### src/rtl/shift_pipe.sv
// shift_pipe: DEPTH-stage, WIDTH-bit delay line with a valid bit per stage.
// Supports shift, parallel load, rotate and clear under a clock enable, plus a selectable tap and an occupancy count.
module shift_pipe #(
    parameter int WIDTH = 8,
    parameter int DEPTH = 4,
    localparam int TW = (DEPTH > 1) ? $clog2(DEPTH) : 1,
    localparam int CW = $clog2(DEPTH + 1)
) (
    input  logic                   clk,
    input  logic                   reset,
    input  logic                   en,
    input  logic [1:0]             mode,
    input  logic [WIDTH-1:0]       data_in,
    input  logic                   valid_in,
    input  logic [DEPTH*WIDTH-1:0] load_data,
    input  logic [TW-1:0]          tap_sel,
    output logic [WIDTH-1:0]       data_out,
    output logic                   valid_out,
    output logic [WIDTH-1:0]       tap_out,
    output logic                   tap_valid,
    output logic [DEPTH*WIDTH-1:0] par_out,
    output logic [CW-1:0]          count
);

    typedef enum logic [1:0] {
        MODE_SHIFT  = 2'b00,
        MODE_LOAD   = 2'b01,
        MODE_ROTATE = 2'b10,
        MODE_CLEAR  = 2'b11
    } mode_e;

    mode_e            modeSel;
    logic [WIDTH-1:0] stageData_q [DEPTH];
    logic [WIDTH-1:0] stageData_d [DEPTH];
    logic [DEPTH-1:0] stageValid_q;
    logic [DEPTH-1:0] stageValid_d;

    assign modeSel = mode_e'(mode);

    // Valid bits travel with the data but never gate its movement.
    always_comb begin
        stageData_d  = stageData_q;
        stageValid_d = stageValid_q;
        if (en) begin
            case (modeSel)
                MODE_SHIFT: begin
                    stageData_d[0] = data_in;
                    for (int i = 1; i < DEPTH; i++) begin
                        stageData_d[i] = stageData_q[i-1];
                    end
                    stageValid_d = {stageValid_q[DEPTH-2:0], valid_in};
                end
                MODE_LOAD: begin
                    for (int i = 0; i < DEPTH; i++) begin
                        stageData_d[i] = load_data[i*WIDTH +: WIDTH];
                    end
                    stageValid_d = '1;
                end
                MODE_ROTATE: begin
                    stageData_d[0] = stageData_q[DEPTH-1];
                    for (int i = 1; i < DEPTH; i++) begin
                        stageData_d[i] = stageData_q[i-1];
                    end
                    stageValid_d = {stageValid_q[DEPTH-2:0], stageValid_q[DEPTH-1]};
                end
                MODE_CLEAR: begin
                    for (int i = 0; i < DEPTH; i++) begin
                        stageData_d[i] = '0;
                    end
                    stageValid_d = '0;
                end
                default: begin
                    stageValid_d = stageValid_q;
                end
            endcase
        end
    end

    always_ff @(posedge clk) begin
        if (reset) begin
            for (int i = 0; i < DEPTH; i++) begin
                stageData_q[i] <= '0;
            end
            stageValid_q <= '0;
        end else begin
            stageData_q  <= stageData_d;
            stageValid_q <= stageValid_d;
        end
    end

    assign data_out  = stageData_q[DEPTH-1];
    assign valid_out = stageValid_q[DEPTH-1];

    genvar g;
    generate
        for (g = 0; g < DEPTH; g++) begin : gen_par
            assign par_out[g*WIDTH +: WIDTH] = stageData_q[g];
        end
    endgenerate

    // Out-of-range selects (only possible when DEPTH is not a power of two) read as empty.
    always_comb begin
        tap_out   = '0;
        tap_valid = 1'b0;
        for (int i = 0; i < DEPTH; i++) begin
            if (int'(tap_sel) == i) begin
                tap_out   = stageData_q[i];
                tap_valid = stageValid_q[i];
            end
        end
    end

    always_comb begin
        count = '0;
        for (int i = 0; i < DEPTH; i++) begin
            count = count + CW'(stageValid_q[i]);
        end
    end

endmodule
### config.mk
export PLATFORM = sky130hd
export DESIGN_NAME = shift_pipe
export DESIGN_NICKNAME = d
export VERILOG_FILES = /design/src/rtl/shift_pipe.sv
export SDC_FILE = /design/constraint.sdc
export NUM_CORES = 1
export LEC_CHECK = 0
export ABC_CLOCK_PERIOD_IN_PS = 1700
export CAP_MARGIN = 20
export CELL_PAD_IN_SITES_DETAIL_PLACEMENT = 2
export CELL_PAD_IN_SITES_GLOBAL_PLACEMENT = 2
export CORE_MARGIN = 3
export CORE_UTILIZATION = 20
export DETAILED_ROUTE_END_ITERATION = 10
export PLACE_DENSITY_LB_ADDON = 0.1
export SETUP_SLACK_MARGIN = 0.2
export SKIP_LAST_GASP = 1
export SLEW_MARGIN = 30
export SYNTH_ARGS = -nofsm -noshare
export SYNTH_HDL_FRONTEND = slang
export SYNTH_SLANG_ARGS = --single-unit
export TNS_END_PERCENT = 30
### constraint.sdc
create_clock -name clk -period 1.7 [get_ports clk]
set_input_delay 0.34 -clock clk [delete_from_list [all_inputs] [get_ports clk]]
set_output_delay 0.34 -clock clk [all_outputs]
set_load 0.01 [all_outputs]
---- After elaboration in Yosys (flattened, before gate mapping) ----
Index checks and enable logic that the tools add are counted.
cells by class
  $add $sub $neg .......................... 3
  eq/ne operators ......................... 6
  multiplexer cells ....................... 10
  reductions and logical operators ........ 2
operators by type and width
  kind                                            number
  one-hot mux 32 bit (4 select lines)             1
  two-way mux 8 bit                               4
  one-hot mux 4 bit (4 select lines)              1
  == test 2 bit (second input constant)           4
  == test 2 x 1 -> 1 bit (second input constant)  2
  zero test 2 bit                                 2
  two-way mux 1 bit                               4
  adder 2 x 1 -> 3 bit                            1
  adder 3 x 1 -> 3 bit                            1
  adder 1 x 1 -> 2 bit                            1
word-level totals
  register bits ........................... 36
  input port bits ......................... 48
  output and inout bits ................... 53
  word-level logic and storage cells ...... 26

---- Depth between registers and ports, before layout ----
Gate-level depths: netlist (run 1).
  depth in word-level cells ............... 5
  gate-level depth with buffers ........... 6
  gate-level depth less buffers ........... 5

---- Least setup slack after synthesis (run 1) ----
OpenSTA, ideal clock, no wires.
  path type ............................... reg2out
  start ................................... reg stageValid_q[3]
  end ..................................... out count[1]
  data arrival time ....................... 1.514 ns
  data required time ...................... 1.360 ns
  slack ................................... -0.154 ns
  cell stages (with the launch flop) ...... 6
  buffers on the path ..................... 0
  path through ............................ dfxtp_1 -> inv_1 -> fa_1 -> inv_1 -> ha_1 -> ha_1
on the way
  word-level cells in the longest chain between the ends .. 1
RTL lines
  element                   RTL line  text
  start: declaration        35        logic [DEPTH-1:0] stageValid_q;
  start signal: assignment  87        stageValid_q <= stageValid_d;
  adder 3 x 1 -> 3 bit      116       count = count + CW'(stageValid_q[i]);
  end: declaration          22        output logic [CW-1:0] count
Every way passes these cells.

---- Worst setup path in the final report (run 1) ----
  start ................................... reg stageValid_q[1]
  end ..................................... out count[1]
on the way
  word-level cells in the longest chain between the ends .. 3
RTL lines
  element               RTL line
  adder 1 x 1 -> 2 bit  116
  adder 2 x 1 -> 3 bit  116
  adder 3 x 1 -> 3 bit  116
Every way passes these cells.

==> results of run 1 <==
[path summary, 6_finish.rpt]
path / slack [ps] / endpoint / depth (start not counted)
worst min register to register: 610 / stageValid_q[0] / 3
worst min-delay path: 610 / stageValid_q[0] / 3
worst max-delay path: -380 / count[1] / 6
worst max register to register: 520 / stageValid_q[2] / 6
[area by class of cell]
| type | instances | area (sq um) | share of cell area [%] |
|---|---|---|---|
| repair buffers | 164 | 1660 | 44.4 |
| flip-flops and latches | 36 | 732 | 19.6 |
| clock buffers | 6 | 82.6 | 2.21 |
| clock inverters | 2 | 10.0 | 0.267 |
| multi-input cells | 136 | 1060 | 28.4 |
| inverters | 8 | 30.0 | 0.802 |
| well taps | 129 | 161 | 4.31 |
[sequential cells by signal, indices dropped and copies added (netlist names)]
name	flops
data_out	8
par_out	24
stageValid_q	4
[power by group through the flow]
| stage | clock [mW] | sequential, mW | combinational, mW |
|---|---|---|---|
| floorplan | 0 | 0.991 | 0.293 |
| global placement | 0 | 0.949 | 0.811 |
| detailed placement | 0 | 0.952 | 0.825 |
| CTS | 0.673 | 0.934 | 0.851 |
| global route | 0.711 | 0.941 | 0.910 |
| finish | 0.648 | 0.933 | 0.839 |
[through the flow]
step	TNS, ps	utilization, %
6_report	-1070	39.7
5_1_grt	-1320	39.7
4_1_cts	-1000	38.9
3_5_place_dp	-10140	37.2
3_3_place_gp	-8910	37.2
2_1_floorplan	0	-
[logic make-up (layout without fill, tap and decap cells)]
kind of cell    count (synthesis)  after routing  share of synthesized area [%]
compound gates                 42             42                           18.7
fa+ha+maj                       3              3                           2.27
buf+inv                        37            180                           11.3
flops                          36             36                           36.3
mux                            17             17                           15.0
simple gates                   74             74                           16.5
[Yosys cell counts]
master	n
sky130_fd_sc_hd__dfxtp_1	36
sky130_fd_sc_hd__nor2_1	32
sky130_fd_sc_hd__nor3_1	28
sky130_fd_sc_hd__a221oi_1	23
sky130_fd_sc_hd__nand2_1	11
sky130_fd_sc_hd__mux4_2	9
sky130_fd_sc_hd__buf_4	8
sky130_fd_sc_hd__clkbuf_1	8
sky130_fd_sc_hd__buf_2	7
sky130_fd_sc_hd__mux2_2	7
sky130_fd_sc_hd__inv_1	6
sky130_fd_sc_hd__a21oi_1	5
sky130_fd_sc_hd__a221oi_2	5
sky130_fd_sc_hd__buf_6	4
sky130_fd_sc_hd__o211ai_1	4
sky130_fd_sc_hd__a211oi_1	2
sky130_fd_sc_hd__a311oi_1	2
sky130_fd_sc_hd__clkinv_1	2
sky130_fd_sc_hd__ha_1	2
sky130_fd_sc_hd__a31oi_1	1
sky130_fd_sc_hd__buf_1	1
sky130_fd_sc_hd__buf_12	1
sky130_fd_sc_hd__fa_1	1
sky130_fd_sc_hd__mux2_4	1
sky130_fd_sc_hd__nand3_1	1
sky130_fd_sc_hd__nor2b_1	1
sky130_fd_sc_hd__nor2b_4	1
[cells in the final DEF, fill, tap and decap left out, types with 4 or more instances in the layout]
cell,count
sky130_fd_sc_hd__a21oi_1,5
sky130_fd_sc_hd__a221oi_1,23
sky130_fd_sc_hd__a221oi_2,5
sky130_fd_sc_hd__buf_12,9
sky130_fd_sc_hd__buf_4,51
sky130_fd_sc_hd__buf_6,13
sky130_fd_sc_hd__clkbuf_8,6
sky130_fd_sc_hd__clkdlybuf4s50_1,63
sky130_fd_sc_hd__dfxtp_1,29
sky130_fd_sc_hd__dfxtp_2,6
sky130_fd_sc_hd__dlygate4sd2_1,6
sky130_fd_sc_hd__dlymetal6s2s_1,17
sky130_fd_sc_hd__mux2_2,7
sky130_fd_sc_hd__mux4_2,9
sky130_fd_sc_hd__nand2_1,11
sky130_fd_sc_hd__nor2_1,32
sky130_fd_sc_hd__nor3_1,28
sky130_fd_sc_hd__o211ai_1,4
[worst register-to-register path: stages (launching register included)]
cell	delay, ps
sky130_fd_sc_hd__dfxtp_2	330
sky130_fd_sc_hd__buf_4	120
sky130_fd_sc_hd__buf_4	120
sky130_fd_sc_hd__buf_6	100
sky130_fd_sc_hd__buf_4	130
sky130_fd_sc_hd__o211ai_1	170
sky130_fd_sc_hd__a21oi_1	90
[layer usage]
layer  GRT usage [%]  vias to the layer above  wire length [microns]  share of wire (%)
met2            28.0                       63                   4480                 51
met5               0                        -                      0                  0
met1            20.2                     1103                   3900                 44
li1                -                     1056                      -                  -
met3            3.37                        2                    385                4.4
met4            2.50                        0                     33               0.37
[repair_timing]
action,in CTS,in global routing
gates cloned,1,0
setup endpoints to repair,61,75
buffers inserted,3,3
resized for setup,85,17
==> flow_results.org, run 1 <==
** Timing
- The tightest hold path in the finished design has a slack of 613 ps.
- Once routing completed, OpenROAD measured the worst setup slack at -377 ps.
- The smallest clock period supported by the final layout is computed as around 2100 ps.
- On the final layout, the worst clock skew is 6.49 ps.
- Setup violations remaining at the end of the flow were counted as 4.
- Max-slew violation count :: 0
- The number of failing hold endpoints at the final stage came to 0.
- RSZ-0062 raised after global routing :: true
- Top achievable clock speed :: ~0.48 GHz
- Relative slew margins :: about 80%
- Dividing the final minimum period by the clock period gives 122%.
- For the pin with the worst max-slew slack, the measured transition is between 300 and 400 ps.

** Clocking
- Maximum root-to-sink buffer count :: 2
- TritonCTS clock tree :: done
- Hold repair after CTS inserted 0 buffers.
- In this run, CTS created clock tree buffers numbering 5.
- Count of clock tree sinks :: 36
- Root cell of the clock tree :: sky130_fd_sc_hd__clkbuf_8
- After clock tree synthesis, the clock-pin slew on the worst setup and hold paths is 70 ps.
- H-Tree Depth :: 2
- Source-to-sink clock delay at the later pin of the worst-skew pair :: 290 ps

** Synth
- Post-synthesis sequential element count :: 36
- Count of mapped cells out of synthesis :: between 200 and 250
- By area the synthesized netlist is led by sky130_fd_sc_hd__dfxtp_1 36%, sky130_fd_sc_hd__mux4_2 10%, sky130_fd_sc_hd__a221oi_1 10%.
- The average instance in the mapped netlist occupies around 9.5 sq um.
- YS warnings :: 0
- When the netlist entered floorplanning its net count stood at 260.
- Sequential elements use a little over a third of the synthesized area.
- Unique masters post-synth :: 27
- Of all cell types, the one taking the most synthesized area is sky130_fd_sc_hd__dfxtp_1.
- Fraction of post-synthesis cell area in the top cell type by area :: a little over a third
- Summing every instance area after synthesis gives 0.00198 sq mm.

** Power and ir drop
- The analysis attributes to net switching a power of 0.704 mW.
- VDD sags by at most 295 uV.
- Power Density :: 647 mW/mm^2
- Leak pwr :: approximately 1.8 nW
- Fraction of power consumed by the clock network :: 26.8%
- Portion of total power attributed to sequential cells :: 38.6%
- Switching Fraction :: ~29%
- Fraction of power consumed by combinational cells :: 34.7%
- Cell internal power was estimated by the tool at 1.72 mW.
- Total power for the finished layout comes to 2.42 mW.

** Die
- Floorplan Core Area :: between 0.009 and 0.01 sq mm
- DIE AREA :: around 0.011 sq mm
- From bottom edge to top edge, the die measures about 110 microns.
- Die width :: 106 microns
- Effective utilization at floorplan :: between 20% and 30%
- The initialized floorplan defines 35 standard-cell rows.
- Top-level port count :: 101

** GRT
- The first global-routing pass estimated ~14 mm of wire.
- For this run the aggregate overflow at the end of global routing stands at 0.
- Via count of the first global-routing pass :: 2531
- The initial antenna violation count is 0.
- Overall track demand over capacity in global routing :: around 16%
- Maximum number of pins on one net before global-route repair :: 37

** Worst setup path
- The slowest stage of the critical path belongs to the cell sky130_fd_sc_hd__fa_1.
- Endpoint class of the critical path :: primary output
- At the worst endpoint, the required time is 1360 ps.
- Largest fanout of any net on the critical path :: 2
- Walking the worst path, the cells encountered are inv_2 -> fa_1 -> inv_2 -> ha_4 -> ha_4 -> buf_6.
- Largest delay contributor family on the critical path :: adder cells
- Worst setup path startpoint :: stageValid_q[1]
- Buf/Inv on CP :: 3
- The worst setup path is of the reg -> out kind.
- Startpoint of the lowest-slack register-to-register path :: stageValid_q[1]
- Nature of the critical path startpoint :: flop
- For this run, the slowest stage of the critical path takes approximately 540 ps.
- For the worst setup path, the data arrival time is 1740 ps.

** Outcome
- Violated checks :: setup timing
- The flow ran to the end, but the final reports show violations.

** Finish
- Post-layout instance count excluding filler cells :: slightly below 500
- From synthesis to final layout, the design area changed by 88.7%.
- For this run, the post-layout net count is around 400.
- Number of inserted diodes :: 0
- Cells with a size suffix above 1 make up between 30% and 40% of the layout.
- Post-layout instance area :: 0.00374 sq mm
- Filler Cell Count :: 1041

** Placement
- Placer's final routability congestion estimate :: around 0.72
- Summing all placed instances gives a cell area of 0.00350 sq mm.
- Timing analysis after detailed placement gives a worst setup slack of -679 ps.
- Placed cell count :: ~470
- Once detailed placement completed, the half-perimeter wirelength came to approximately 6.7 mm.
- Port buffering added 100 buffers.

** Detailed routing
- Count of vias placed by the detailed router :: 2224
- For this block, the initial DRC count from the detailed router was 64.
- Vias/cell :: roughly 4.6
- Router iterations before antenna repair :: 4
- Residual DRC :: 0
- After detailed routing, the average wire length per cell comes to between 15 and 20 microns.
- The routed design has ~8.8 mm of wire.
- In this run the remaining antenna-violating nets after routing total 0.

** Worst hold path
- Hold/Removal Path Class :: reg -> reg
- The startpoint identified for the worst hold timing path is stageValid_q[0].

** Flow run
- Max capacitance violation total :: 0
No activity file was read; power rests on OpenSTA's default activity.
==> inputs of run 2 (changes only) <==
Settings changed: ABC_CLOCK_PERIOD_IN_PS 1700 to default.
==> results of run 2 <==
The final DEF is identical to that of run 1; final timing and power are the same.
==> inputs of run 3 (changes only) <==
Settings changed: HOLD_SLACK_MARGIN from default to 0.02.
==> results of run 3 <==
The final DEF is identical to that of run 1; final timing and power are the same.
==> patch: new RTL, flow settings as in run 1 <==
Register the output `tap_out`, without a reset; this adds one clock of latency there. The other outputs are not delayed to match.
--- a/src/rtl/shift_pipe.sv
+++ b/src/rtl/shift_pipe.sv
@@ -29,4 +29,6 @@
         MODE_CLEAR  = 2'b11
     } mode_e;
+
+    logic [WIDTH-1:0] tap_d;
 
     mode_e            modeSel;
@@ -101,9 +103,9 @@
     // Out-of-range selects (only possible when DEPTH is not a power of two) read as empty.
     always_comb begin
-        tap_out   = '0;
+        tap_d     = '0;
         tap_valid = 1'b0;
         for (int i = 0; i < DEPTH; i++) begin
             if (int'(tap_sel) == i) begin
-                tap_out   = stageData_q[i];
+                tap_d     = stageData_q[i];
                 tap_valid = stageValid_q[i];
             end
@@ -118,3 +120,7 @@
     end
 
+    always_ff @(posedge clk) begin
+        tap_out <= tap_d;
+    end
+
 endmodule
Formal check against the unedited RTL: not equivalent (a bounded check fails within 4 cycles, from zero or initial values and one cycle with reset high).
==> patch against run 1 <==
The flow still finishes with violations (setup timing). Die area up 7.8%. Routed wire length down 2.4%. Cell count down 4.2%. Non-clock buffer count down 36. Area after synthesis up 8.3%. Critical path type unchanged. Final area down 1.8%. Combinational power down 14%. Critical endpoint unchanged. Sequential cell count up 8. Largest power group unchanged. Total power up 7.8%. Fmax down 1.2%. Clock power up 8.8%. Worst setup slack worse by 0.025 ns. Sequential power up 26%. Global-route usage down 1.3 points.
==> patch: results (changes against run 1) <==
* Hold Slack at 0.511 ns (-0.102 ns)
* GRT Resource Usage Total at 0.146 (-0.0130)
* Lkg Pwr at 1.63 nW (-7.0%)
* Initial drt markers at 41 (-36%)
* Maximum VDD drop at 0.000287 V (-2.8%)
* Worst R2R Start: stageValid_q[2]$_SDFFE_PP0P_
* CTS clk-pin slew, worst paths at 0.09 ns (+0.02 ns)
* Vias/cell at 4.60 (-0.54%)
* Setup Viol. Count Final at 5 (+1)
* ANT nets after route at 0 (unchanged)
* Synth unique cells at 25 (-7.4%)
* Setup Skew at 0.00804 ns (+0.00155 ns)
* Layout Nets at 375 (-6.7%)
* Final HPWL from detailed placement at 5920 um (-11%)
* Arrival time worst endpoint at 1.76 ns (+0.02 ns)
* Net Count, Synth at 269 (+3.5%)
* Average cell area after synthesis at 9.85 um^2 (+3.9%)
* Leading cell types by count after synthesis: 44 x dfxtp_1, 32 x nor2_1, 28 x nor3_1
* Layout cells sized above 1 at 0.305 (-0.0391)
* Number of global-route vias before repair at 2377 (-6.1%)
* Clock Tree Buf Depth at 2 (unchanged)
* Routed WL per cell at 18.6 um (+1.8%)
* CP startpoint: stageValid_q[3]$_SDFFE_PP0P_
* Max-Slew Margin vs Limit at 0.724 (-0.0661)
* Top cells by area in the synthesized netlist: dfxtp_1 41%, mux4_2 9.4%, a221oi_1 9.4%, nor3_1 6.5%, nor2_1 5.6%
* Hold Crit Start: par_out[20]$_SDFFE_PP0P_
* Routability cong. at 0.729 (+0.80%)
* Failing checks: setup timing
* Final setup margin at -0.402 ns (-0.0247 ns)
* Register area share after synthesis at 0.410 (+0.0466)
* Reg2reg setup slack at 0.75 ns (+0.23 ns)
* Fin Setup TNS at -1.23 ns (-0.161 ns)
* Global-route wire length before repair at 13300 um (-4.5%)
* Cts bufs inserted at 5 (unchanged)
* Final Non-Filler Cells at 461 (-4.2%)
* Status: complete, but fails checks
* Dpl cells at 443 (-4.9%)
* DP Area at 3300 um^2 (-5.6%)
==> patch: cell types whose count changed in the layout (fill, tap and decap cells not counted), moves of 4 or more <==
cell             before  now
buf_4                51   21
a221oi_1             23   10
a221oi_2              5   18
clkdlybuf4s50_1      63   74
buf_12                9    3
dfxtp_2               6   12
buf_6                13    8
dlygate4sd2_1         6    2
==> patch: logic make-up after synthesis <==
family          synth area share
simple gates               0.156
fa+ha+maj                 0.0210
compound gates             0.169
buf+inv                    0.107
flops                      0.410
mux                        0.138
==> patch: cell type report <==
| class | count | area [um^2] |
|---|---|---|
| clock buffer | 6 | 82.6 |
| clock inverter | 2 | 10.0 |
| fill | 1130 | 6700 |
| tap | 136 | 170 |
| inverter | 8 | 33.8 |
| timing repair buffer | 128 | 1310 |
| sequential | 44 | 900 |
| multi-input combinational | 137 | 1170 |
==> patch: power breakdown <==
group	switching (W)	internal, W
Sequential	0.0000737	0.00111
Clock	0.000379	0.000326
Combinational	0.000301	0.000421
==> patch: critical path: cells and delay by family (launching register included) <==
family | cells | cell delay [ns]
buf+inv | 3 | 0.19
fa+ha+maj | 3 | 0.92
flops | 1 | 0.35
==> patch: final timing paths <==
| path | to | cells after the start |
|---|---|---|
| worst max-delay path | count[1] | 6 |
| worst min-delay path | par_out[20]$_SDFFE_PP0P_ | 2 |
| worst max register to register | stageValid_q[3]$_SDFFE_PP0P_ | 3 |
| worst min register to register | par_out[20]$_SDFFE_PP0P_ | 2 |
==> patch: routing by layer <==
metal / vias up / part of all wire / GRT usage
met3: 2 / 0.053 / 0.0341
met2: 66 / 0.49 / 0.246
met1: 1041 / 0.45 / 0.191
met4: 0 / 0.0051 / 0.0267
li1: 1011 / - / -
met5: - / 0 / 0
==> patch: metrics by stage <==
step	util	setup slack, ns	power (W)
final	0.354	-0.402	0.00261
after global placement	0.319	-0.674	0.00187
after detailed placement	0.319	-0.663	0.00188
after CTS	0.343	-0.437	0.00266
after floorplan	-	0.00281	0.00150
after global routing	0.354	-0.461	0.00277
==> patch: timing repair <==
| item | in CTS | in global routing |
|---|---|---|
| resized for setup | 39 | 36 |
| setup endpoints to repair | 86 | 86 |
| hold buffers | 0 | 0 |
| buffers inserted | 5 | 4 |
| cloned | 1 | 0 |
| pin swaps | 2 | 5 |
